## src/rtl/mc_pkg.sv

```systemverilog
// Shared constants for the multicycle MIPS main controller: state encoding,
// ALU operation codes, opcode/funct values and datapath mux select codes.
// The optional trap state is used only when MC_CTRL_ILLEGAL_TRAP_EN is defined.
package mc_pkg;

  typedef enum logic [3:0] {
    ST_FETCH    = 4'd0,
    ST_DECODE   = 4'd1,
    ST_MEMADR   = 4'd2,
    ST_MEMREAD  = 4'd3,
    ST_MEMWB    = 4'd4,
    ST_MEMWRITE = 4'd5,
    ST_EXECUTE  = 4'd6,
    ST_ALUWB    = 4'd7,
    ST_BRANCH   = 4'd8,
    ST_ADDIEXEC = 4'd9,
    ST_ADDIWB   = 4'd10,
    ST_JUMP     = 4'd11,
    ST_TRAP     = 4'd12
  } state_t;

  // ALU operation codes
  localparam logic [3:0] ALU_ADD = 4'b0010;
  localparam logic [3:0] ALU_SUB = 4'b0110;
  localparam logic [3:0] ALU_AND = 4'b0000;
  localparam logic [3:0] ALU_OR  = 4'b0001;
  localparam logic [3:0] ALU_NOR = 4'b0101;
  localparam logic [3:0] ALU_XOR = 4'b1011;
  localparam logic [3:0] ALU_SLL = 4'b0011;
  localparam logic [3:0] ALU_SRL = 4'b0100;
  localparam logic [3:0] ALU_SLT = 4'b1001;
  localparam logic [3:0] ALU_BEQ = 4'b1101;
  localparam logic [3:0] ALU_BNE = 4'b1111;

  // Opcodes (instruction[31:26])
  localparam logic [5:0] OP_RTYPE = 6'b000000;
  localparam logic [5:0] OP_LW    = 6'b100011;
  localparam logic [5:0] OP_SW    = 6'b101011;
  localparam logic [5:0] OP_BEQ   = 6'b000100;
  localparam logic [5:0] OP_BNE   = 6'b000101;
  localparam logic [5:0] OP_ADDI  = 6'b001000;
  localparam logic [5:0] OP_J     = 6'b000010;

  // R-type funct codes (instruction[5:0])
  localparam logic [5:0] F_ADD = 6'b100000;
  localparam logic [5:0] F_SUB = 6'b100010;
  localparam logic [5:0] F_AND = 6'b100100;
  localparam logic [5:0] F_OR  = 6'b100101;
  localparam logic [5:0] F_XOR = 6'b100110;
  localparam logic [5:0] F_NOR = 6'b100111;
  localparam logic [5:0] F_SLT = 6'b101010;
  localparam logic [5:0] F_SLL = 6'b000000;
  localparam logic [5:0] F_SRL = 6'b000010;

  // ALU operand-B select
  localparam logic [1:0] SRCB_RT    = 2'b00;
  localparam logic [1:0] SRCB_FOUR  = 2'b01;
  localparam logic [1:0] SRCB_IMM   = 2'b10;
  localparam logic [1:0] SRCB_IMMSH = 2'b11;

  // PC source select
  localparam logic [1:0] PC_ALU    = 2'b00;
  localparam logic [1:0] PC_ALUOUT = 2'b01;
  localparam logic [1:0] PC_JUMP   = 2'b10;

endpackage

```

## src/rtl/mc_control_fsm_alu_decoder.sv

```systemverilog
// Combinational R-type funct decoder: maps funct to an ALU operation code and
// flags whether the funct is one the controller supports.
module mc_alu_decoder
  import mc_pkg::*;
(
  input  logic [5:0] funct,
  output logic [3:0] aluctrl,
  output logic       funct_valid
);

  // funct lookup; unsupported codes fall back to ADD and are flagged invalid
  always_comb begin
    aluctrl     = ALU_ADD;
    funct_valid = 1'b1;
    case (funct)
      F_ADD:   aluctrl = ALU_ADD;
      F_SUB:   aluctrl = ALU_SUB;
      F_AND:   aluctrl = ALU_AND;
      F_OR:    aluctrl = ALU_OR;
      F_XOR:   aluctrl = ALU_XOR;
      F_NOR:   aluctrl = ALU_NOR;
      F_SLT:   aluctrl = ALU_SLT;
      F_SLL:   aluctrl = ALU_SLL;
      F_SRL:   aluctrl = ALU_SRL;
      default: funct_valid = 1'b0;
    endcase
  end

endmodule

```

## src/rtl/mc_control_fsm.sv

```systemverilog
// Multicycle MIPS main controller. Sequences fetch/decode/execute/memory/
// writeback, drives ALU control and datapath enables/selects, and forms pcen
// from the ALU zero flag during branches. Memory accesses (FETCH, MEMREAD)
// last MEM_LAT cycles, timed by a small wait counter.
// Optional feature: define MC_CTRL_ILLEGAL_TRAP_EN to add a TRAP state and an
// "illegal" output; otherwise illegal opcodes/functs behave as NOPs.
module mc_control_fsm
  import mc_pkg::*;
#(
  parameter int MEM_LAT = 1,
  parameter int CNT_W   = 4
) (
  input  logic       clk,
  input  logic       reset,
  input  logic [5:0] op,
  input  logic [5:0] funct,
  input  logic       zero,
  output logic       iord,
  output logic       memwrite,
  output logic       irwrite,
  output logic       regdst,
  output logic       memtoreg,
  output logic       regwrite,
  output logic       alusrca,
  output logic [1:0] alusrcb,
  output logic [3:0] aluctrl,
  output logic [1:0] pcsrc,
  output logic       pcen,
`ifdef MC_CTRL_ILLEGAL_TRAP_EN
  output logic       illegal,
`endif
  output logic [3:0] state
);

  localparam logic [CNT_W-1:0] WAIT_LAST = CNT_W'(MEM_LAT - 1);

`ifdef MC_CTRL_ILLEGAL_TRAP_EN
  localparam state_t ILLEGAL_DEST = ST_TRAP;
`else
  localparam state_t ILLEGAL_DEST = ST_FETCH;
`endif

  state_t           state_reg, state_next;
  logic [CNT_W-1:0] waitcnt_reg, waitcnt_next;
  logic             wait_done;

  logic [3:0] dec_aluctrl;
  logic       dec_funct_valid;

  logic memwrite_raw, irwrite_raw, regwrite_raw, pcwrite, branch;

  mc_alu_decoder u_alu_decoder (
    .funct       (funct),
    .aluctrl     (dec_aluctrl),
    .funct_valid (dec_funct_valid)
  );

  assign wait_done = (waitcnt_reg == WAIT_LAST);

  // State register and memory-wait counter
  always_ff @(posedge clk) begin
    if (reset) begin
      state_reg   <= ST_FETCH;
      waitcnt_reg <= '0;
    end else begin
      state_reg   <= state_next;
      waitcnt_reg <= waitcnt_next;
    end
  end

  // Next-state logic; the wait counter only advances while a memory access is pending
  always_comb begin
    state_next   = state_reg;
    waitcnt_next = '0;
    case (state_reg)
      ST_FETCH: begin
        if (wait_done) state_next = ST_DECODE;
        else           waitcnt_next = waitcnt_reg + CNT_W'(1);
      end
      ST_DECODE: begin
        case (op)
          OP_LW, OP_SW:   state_next = ST_MEMADR;
          OP_RTYPE:       state_next = ST_EXECUTE;
          OP_BEQ, OP_BNE: state_next = ST_BRANCH;
          OP_ADDI:        state_next = ST_ADDIEXEC;
          OP_J:           state_next = ST_JUMP;
          default:        state_next = ILLEGAL_DEST;
        endcase
      end
      ST_MEMADR:   state_next = (op == OP_SW) ? ST_MEMWRITE : ST_MEMREAD;
      ST_MEMREAD: begin
        if (wait_done) state_next = ST_MEMWB;
        else           waitcnt_next = waitcnt_reg + CNT_W'(1);
      end
      ST_EXECUTE:  state_next = dec_funct_valid ? ST_ALUWB : ILLEGAL_DEST;
      ST_ADDIEXEC: state_next = ST_ADDIWB;
`ifdef MC_CTRL_ILLEGAL_TRAP_EN
      ST_TRAP:     state_next = ST_TRAP;
`endif
      default:     state_next = ST_FETCH;
    endcase
  end

  // Moore output decode; branch is qualified with zero below
  always_comb begin
    iord         = 1'b0;
    regdst       = 1'b0;
    memtoreg     = 1'b0;
    alusrca      = 1'b0;
    alusrcb      = SRCB_RT;
    aluctrl      = ALU_ADD;
    pcsrc        = PC_ALU;
    memwrite_raw = 1'b0;
    irwrite_raw  = 1'b0;
    regwrite_raw = 1'b0;
    pcwrite      = 1'b0;
    branch       = 1'b0;
    case (state_reg)
      ST_FETCH: begin
        alusrcb = SRCB_FOUR;
        if (wait_done) begin
          irwrite_raw = 1'b1;
          pcwrite     = 1'b1;
        end
      end
      ST_DECODE:   alusrcb = SRCB_IMMSH;
      ST_MEMADR: begin
        alusrca = 1'b1;
        alusrcb = SRCB_IMM;
      end
      ST_MEMREAD:  iord = 1'b1;
      ST_MEMWB: begin
        memtoreg     = 1'b1;
        regwrite_raw = 1'b1;
      end
      ST_MEMWRITE: begin
        iord         = 1'b1;
        memwrite_raw = 1'b1;
      end
      ST_EXECUTE: begin
        alusrca = 1'b1;
        aluctrl = dec_aluctrl;
      end
      ST_ALUWB: begin
        regdst       = 1'b1;
        regwrite_raw = 1'b1;
      end
      ST_BRANCH: begin
        alusrca = 1'b1;
        aluctrl = (op == OP_BEQ) ? ALU_BEQ : ALU_BNE;
        pcsrc   = PC_ALUOUT;
        branch  = 1'b1;
      end
      ST_ADDIEXEC: begin
        alusrca = 1'b1;
        alusrcb = SRCB_IMM;
      end
      ST_ADDIWB:   regwrite_raw = 1'b1;
      ST_JUMP: begin
        pcsrc   = PC_JUMP;
        pcwrite = 1'b1;
      end
      default: ;
    endcase
  end

  // Enables are suppressed while reset is held so no partial write escapes
  assign memwrite = memwrite_raw & ~reset;
  assign irwrite  = irwrite_raw  & ~reset;
  assign regwrite = regwrite_raw & ~reset;
  assign pcen     = (pcwrite | (branch & zero)) & ~reset;
  assign state    = state_reg;

`ifdef MC_CTRL_ILLEGAL_TRAP_EN
  assign illegal = (state_reg == ST_TRAP);
`endif

endmodule

```

## config.mk

```make
export PLATFORM = sky130hd
export DESIGN_NAME = mc_control_fsm
export DESIGN_NICKNAME = d
export VERILOG_FILES = /design/src/rtl/mc_pkg.sv /design/src/rtl/mc_control_fsm_alu_decoder.sv /design/src/rtl/mc_control_fsm.sv
export SDC_FILE = /design/constraint.sdc
export NUM_CORES = 1
export LEC_CHECK = 0
export CORE_MARGIN = 2
export CORE_UTILIZATION = 60
export DETAILED_ROUTE_END_ITERATION = 8
export DONT_BUFFER_PORTS = 1
export HOLD_SLACK_MARGIN = 0.08
export PLACE_DENSITY = 0.87
export SLEW_MARGIN = 0
export SYNTH_ARGS = -nofsm -noshare
export SYNTH_HDL_FRONTEND = slang
export SYNTH_SLANG_ARGS = --single-unit
```

## constraint.sdc

```tcl
create_clock -name clk -period 3.6 [get_ports clk]
set_clock_uncertainty 0.2 [all_clocks]
set_input_delay 0.36 -clock clk [delete_from_list [all_inputs] [get_ports clk]]
set_output_delay 0.36 -clock clk [all_outputs]
set_load 0.03 [all_outputs]
```

; ---- Word level (Yosys, flattened, before mapping)
; Cells that the tools add are included.
[word_totals]
ff_bits = 8
out_inout_bits = 20
wordCells = 74
[classes]
n_addsub = 1
eq_ne = 27
n_mux = 22
bitwise_logic = 8
n_reduce_logical = 14
[ops]
columns = op, count
row1 = == test 6 bit (second input constant), 9
row2 = one-hot mux 4 bit (8 select lines), 1
row3 = one-hot mux 4 bit (6 select lines), 1
row4 = one-hot mux 4 bit (5 select lines), 1
row5 = == test 4 x 3 -> 1 bit (second input constant), 4
row6 = == test 4 bit (second input constant), 4
row7 = == test 6 x 2 -> 1 bit (second input constant), 2
row8 = == test 6 x 3 -> 1 bit (second input constant), 2
row9 = zero test 6 bit, 2
row10 = two-way mux 1 bit, 10
row11 = OR reduction 2 bit, 5
row12 = OR reduction 9 bit, 1
row13 = == test 4 x 2 -> 1 bit (second input constant), 2
row14 = zero test 4 bit, 2
row15 = two-way mux 4 bit, 2
row16 = one-hot mux 4 bit (2 select lines), 1
row17 = == test 6 x 4 -> 1 bit (second input constant), 1
row18 = two-way mux 3 bit, 2
row19 = one-hot mux 2 bit (3 select lines), 1
row20 = OR reduction 3 bit, 2
row21 = AND 1 bit, 5
row22 = adder 4 x 1 -> 4 bit (second input constant), 1
row23 = == test 4 x 1 -> 1 bit (second input constant), 1
row24 = inequality test 2 bit (second input constant), 2
row25 = 7 further kinds, 8

; ---- Logic depth before layout (Yosys ltp)
; Gate-level depths: netlist of run 1.
[depth]
depth_word = 5
ltp_mapped = 6
depth_no_buf = 6

; ---- Cells and area by module
; Synthesis of run 1 repeated with hierarchy kept, for this count alone.
[unflattened]
hier_cells = 131
hier_area_um2 = 894.6
[modules_own_cells]
columns = mod, n_inst, cells_each, area_per_inst_um2
row1 = mc_control_fsm, 1, 108, 744.5
row2 = mc_alu_decoder, 1, 23, 150.1

; ---- Worst setup path after synthesis of run 1
; Ideal clock, no wire load.
[synth_timing]
path_type = register to output
startpoint = register state_reg[0], in the netlist state[0]
endpoint = output aluctrl[2]
arrival_time_ps = 2288
required_time_ps = 3040
path_slack_ps = 752
path_stages_with_launch = 4
path_cell_list = dfxtp_1 > clkbuf_1 > nor4b_1 > a41o_1
[synth_via]
elab_chain_len = 2
elab_cells_between_ends = 3
[synth_lines]
columns = item, line_no
row1 = start: declaration, mc_control_fsm.sv:43  ; state_t state_reg, state_next;
row2 = start signal: assignment, mc_control_fsm.sv:66  ; state_reg <= state_next;
row3 = == test 4 bit or == test 4 x 3 -> 1 bit (tied branches), mc_control_fsm.sv:118  ; case (state_reg)
row4 = one-hot mux 4 bit (2 select lines) (*), mc_control_fsm.sv:118
row5 = end: declaration, mc_control_fsm.sv:26  ; output logic [3:0] aluctrl,
; Mark *: on every way between the ends. The rest lies on a longest branch, timed or not.

; ---- Worst setup path after layout of run 1
[layout_timing]
startpoint = register state_reg[1], in the netlist state[1]
endpoint = output alusrcb[1]
[layout_via]
elab_chain_len = 3
elab_cells_between_ends = 6
[layout_lines]
columns = item, line_no
row1 = == test 4 bit or == test 4 x 2 -> 1 bit (tied branches), mc_control_fsm.sv:118
row2 = OR reduction 2 bit (no line), n/a
row3 = one-hot mux 2 bit (3 select lines) (*), mc_control_fsm.sv:118
row4 = end: declaration, mc_control_fsm.sv:25  ; output logic [1:0] alusrcb,
; Marks and branches as above.

==> run_results.csv, run 1 <==
group,metric,value,unit
critical_path,max_stage_delay,0.90,ns
synth,synth_area,835.8,sq um
power,total_power,0.2425,mW
critical_path,crit_chain,"or3b_1 -> a21oi_1",
critical_path,slowest_stage,"dfxtp_1",
timing,rsz0062_at_grt,"false",
final_layout,final_area,857.1,sq um
power,share_comb_of_total_power,27.1,%
critical_path,endpoint_kind,"output port",
final_layout,drive_gt1_share,7.965,%
drt,ant_nets,0,
timing,slew_violations,0,
synth,synth_area_leaders,"dfxtp_1, nor2_1, and3_1",
cts,numCtsBuffers,3,
synth,yosysSeqAreaShare,19.16,%
power,power_density,283.0,nW/um^2
drt,via_per_inst,6.633,
cts,htree_num_levels,1,
drt,drt_iter0_drc,33,
place,place_area,834.6,sq um
global_route,grt_max_degree,22,
critical_path,critPathLaunchType,"flip-flop",
floorplanning,initial_core_util,64.23,%
floorplanning,die_h,41.32,microns
critical_path,required,3.04,ns
critical_path,critPathTopFamily,"flip-flops",
place,numPortBuffers,0,
synth,synth_nets,134,
place,dp_hpwl,1496,microns
critical_path,ff2ff_path_depth,4,
critical_path,crit_type,"reg2out",
timing,setup_violations,0,
floorplanning,rows,13,
critical_path,cp_data_arrival_time,2.17,ns
cts,cts_resized,0,
final_layout,nNetsFinal,132,
run,drv_cap,0,
place,dp_cells,125,
timing,worstMarginPinSlew,0.8938,ns
synth,synth_area_per_cell,7.144,sq um
timing,finalCritPeriodShare,75.72,%
critical_path,crit_cells,2,
critical_path,crit_fanout,21,
drt,first_pass_iters,4,
hold_path,min_delay_path_depth,3,
final_layout,final_cell_mix,"nor2_1, dfxtp_1, nor3_1, nand3_1",
place,dp_worst_setup_slack,1.149,ns
timing,setup_slack,0.8742,ns
cts,tritoncts,"built",
global_route,gr-total-overflow,0,
power,peakVddDrop,0.0001698,V
floorplanning,io_pins,35,
power,p_leak,0.3298,nW
drt,vias,849,
floorplanning,die_area,1707,sq um
drt,wirelength,1898,microns
cts,clock_sinks,8,
cts,clk_pin_slew,0.05,ns
drt,drc_errors,0,
timing,hold_violations,0,
cts,cts_buffer_depth,2,
timing,slew_headroom,39.96,%
power,switchingPower,0.08928,mW
timing,period_minus_slack,2.726,ns
drt,wl_per_cell,14.83,microns
synth,synth-seq-cells,8,
power,seq_power_share,46.4,%
power,p_sw_share,36.81,%
place,routabilityCongestion,0.8202,
synth,yosys_warnings,0,
power,internal_power,0.1532,mW
global_route,grt_util_all_layers,24.06,%
synth,synth_cells,117,
hold_path,hold_path.class,"in2reg",
global_route,grt_pass1_wl,2829,microns
cts,cts-root-buf,"clkbuf_4",
cts,cts_hold_buf,0,
final_layout,area_growth,2.545,%
timing,fmax,366.9,MHz
global_route,antenna_found_initial,0,
timing,fin_setup_tns,0,ns
synth,synth_top_area_share,19.16,%
final_layout,diodes,0,
final_layout,instances_no_fill,128,
cts,postCtsSetupBuffers,0,
synth,yosysUniqueCellTypes,44,
synth,yosysTopAreaCell,"dfxtp_1",
critical_path,cp_num_buf_inv,0,
power,power.share.clock,26.5,%
cts,clock_latency,0.24,ns
floorplanning,fp.coreArea,1301,sq um
final_layout,final_common_cell,"nor2_1",
outcome,outcome,"finished clean",
global_route,grt_pass1_vias,702,
floorplanning,die_w,41.32,microns
## routing by layer
layer | share of wire (%) | vias to the layer above | track usage [%]
met5 | 0 | - | 0
li1 | - | 431 | -
met3 | 7.2 | 0 | 5.851
met2 | 49 | 32 | 44.92
met1 | 44 | 386 | 29.35
met4 | 0 | 0 | 0
## area by class of cell
class	instances	area, sq um
inverter	3	11.26
tap	15	18.77
clock buffer	3	22.52
timing repair buffer	1	7.507
sequential	8	160.2
fill	118	444.2
multi-input combinational	98	636.9
## final timing paths
kind         slack, ns            from        endpoint
max               0.87        state[1]      alusrcb[1]
min               0.15           op[4]        state[3]
max reg2reg       1.40        state[0]        state[0]
min reg2reg       0.27  waitcnt_reg[0]  waitcnt_reg[0]
## worst register-to-register path: stages, from the launching register on
cell and delay (ns):
dfxtp_1 0.87, nand2b_1 0.17, nor3_1 0.46, a211oi_1 0.17
a221oi_2 0.24
## synth_stat cells, drive strengths merged
master,instances
nor2,16
a31oi,1
nand2,6
or2,1
dfxtp,8
xor2,4
xnor2,2
nor4,2
nand4,1
a21o,2
o22ai,1
nor3b,1
o2111ai,1
o31ai,2
a311oi,1
a32oi,1
buf,4
ha,2
and3,6
a41oi,1
a221oi,1
nand3b,1
nand2b,4
a21boi,2
and4b,1
or4,2
or3b,2
and2,1
o211ai,2
a21oi,6
inv,3
o21ai,1
o32ai,1
clkbuf,4
nor2b,3
a41o,2
nand3,7
nor4b,3
nor3,7
a211oi,1
## power by group through the flow
stage	Clock [mW]	Combinational, mW	Sequential [mW]
floorplan	0	0.0711	0.101
global placement	0	0.0627	0.114
detailed placement	0	0.0654	0.114
CTS	0.0649	0.0657	0.112
global route	0.0691	0.0730	0.114
finish	0.0644	0.0657	0.112
## cells by family (layout without fill, tap and decap cells)
logic type / Yosys count / after routing / synth area share, %
buffers and inverters: 11 / 7 / 5.388
AO/OA/AOI/OAI: 26 / 26 / 23.65
XOR/XNOR: 6 / 6 / 6.287
flip-flops: 8 / 8 / 19.16
adder cells (fa/ha/maj): 2 / 2 / 2.994
AND/OR/NAND/NOR: 64 / 64 / 42.52
## through the flow
stage / hold slack [ns] / utilization [%]
floorplan: 0.2297 / -
global placement: 0.2481 / 64.13
detailed placement: 0.2622 / 64.13
CTS: 0.1430 / 65.87
global route: 0.1616 / 65.87
finish: 0.1490 / 65.87
Note: power is estimated with default switching activity, not from simulation.
==> run 2, diff against run 1 <==
clock period = 2.54 ns   (was 3.6 ns; I/O delays follow)
==> run 2 against run 1 <==
  * Core utilization is 12 points higher
  * Via count rose by 12%
  * Clock-buffer cell count unchanged
==> run_results.csv, run 2 (same netlist as run 1, synthesis figures left out) <==
group,metric,value,unit
global_route,gr-total-overflow,0,
global_route,antenna_found_initial,0,
power,peakVddDrop,0.0002481,V
global_route,grt_max_degree,19,
timing,fin_setup_tns,0,ns
final_layout,instances_no_fill,147,
power,p_leak,0.4218,nW
floorplanning,fp.coreArea,1301,sq um
final_layout,final_common_cell,"nor2_1",
drt,via_per_inst,6.490,
final_layout,diodes,0,
outcome,outcome,"finished clean",
floorplanning,die_w,41.32,microns
place,dp_cells,137,
cts,cts_resized,0,
timing,hold_violations,0,
critical_path,ff2ff_path_depth,6,
drt,vias,954,
cts,htree_num_levels,1,
timing,rsz0062_at_grt,"false",
drt,first_pass_iters,4,
critical_path,r2r_slack,0.21,ns
hold_path,min_to,"state[1]",
global_route,grt_pass1_vias,819,
place,numPortBuffers,0,
hold_path,min_delay_path_depth,2,
drt,ant_nets,0,
global_route,grt_util_all_layers,32.19,%
critical_path,crit_fanout,17,
cts,clk_pin_slew,0.05,ns
run,drv_cap,0,
critical_path,crit_chain,"nor2b_1 -> and3_1 -> a41o_1 -> buf_4",
power,power_density,375.6,nW/um^2
critical_path,slowest_stage,"dfxtp_1",
hold_path,hp-start,"reset",
timing,period_minus_slack,2.384,ns
cts,cts-root-buf,"clkbuf_4",
drt,wl_per_cell,16.09,microns
drt,wirelength,2365,microns
critical_path,endpoint_kind,"output port",
floorplanning,die_area,1707,sq um
critical_path,crit_type,"reg2out",
floorplanning,initial_core_util,64.23,%
cts,clock_sinks,8,
floorplanning,rows,13,
floorplanning,die_h,41.32,microns
critical_path,r2r-end,"state[3]",
timing,worstMarginPinSlew,0.7955,ns
final_layout,area_growth,21.71,%
final_layout,final_cell_mix,"nor2_1, buf_4, dfxtp_1",
cts,clock_latency,0.26,ns
cts,tritoncts,"built",
critical_path,rr_startpoint,"state[0]",
timing,fmax,419.5,MHz
timing,slew_violations,0,
final_layout,n_fill_cell,100,
final_layout,nNetsFinal,151,
final_layout,drive_gt1_share,15.91,%
cts,numCtsBuffers,3,
critical_path,required,2.09,ns
place,routabilityCongestion,0.8805,
timing,slew_headroom,46.89,%
critical_path,cp_data_arrival_time,1.93,ns
cts,cts_buffer_depth,2,
floorplanning,io_pins,35,
critical_path,max_stage_delay,0.68,ns
power,total_power,0.3821,mW
hold_path,hold_path.class,"in2reg",
place,dp_hpwl,1618,microns
drt,drc_errors,0,
timing,setup_violations,0,
global_route,grt_pass1_wl,3477,microns
drt,drt_iter0_drc,25,
timing,finalCritPeriodShare,93.86,%
critical_path,critPathLaunchType,"flip-flop",
-- run 2: area by class of cell --
| type | count | area, sq um | share of cell area (%) |
|---|---|---|---|
| Clock buffer | 3 | 22.52 | 2.214 |
| Inverter | 3 | 11.26 | 1.107 |
| Sequential cell | 8 | 160.2 | 15.74 |
| Multi-Input combinational cell | 98 | 636.9 | 62.61 |
| Timing Repair Buffer | 20 | 167.7 | 16.48 |
| Tap cell | 15 | 18.77 | 1.845 |
-- run 2: layer usage --
layer  share of wire [%]  GRT usage (%)  vias to the layer above
li1                    -              -                      467
met1                  41          37.54                      427
met2                  47          53.13                       54
met3                 9.9          11.70                        6
met4                 1.8          12.90                        0
met5                   0              0                        -
-- run 2: repair_timing --
item,CTS,global route
hold buffers,7,0
buffers inserted,0,0
endpoints found under the hold margin,3,0
-- run 2: worst max-delay path, delay by kind of cell, from the launching register on --
family                 cells  cell delay [ns]
AOI/OAI and AO/OA          1             0.20
buffers and inverters      1             0.16
DFF                        1             0.68
and+or+nand+nor            2             0.64
-- run 2: through the flow --
stage	area (sq um)	util (%)	setup WS [ns]	hold slack (ns)
after floorplan	842.1	-	0.3366	0.2297
after global routing	1017	78.17	0.02687	0.1196
after detailed placement	924.6	71.06	0.4746	0.2580
final	1017	78.17	0.1560	0.09081
after global placement	924.6	71.06	0.5476	0.2472
after CTS	1017	78.17	0.1930	0.08714
-- run 2: worst max path at each step --
stage                        start  cells after the start          to  slack [ns]
floorplan                 state[0]                      3  aluctrl[2]        0.34
global placement    waitcnt_reg[0]                      6        pcen        0.55
detailed placement        state[1]                      4  aluctrl[2]        0.47
CTS                       state[1]                      4  aluctrl[2]        0.19
global route        waitcnt_reg[0]                      6        pcen        0.03
finish                    state[1]                      4  aluctrl[3]        0.16
-- run 2: report_power, final --
group | leakage (nW) | internal [mW] | switching (mW)
Sequential | 0.0648 | 0.130 | 0.0111
Combinational | 0.343 | 0.0554 | 0.0852
Clock | 0.0138 | 0.0543 | 0.0461
Total | 0.422 | 0.240 | 0.142
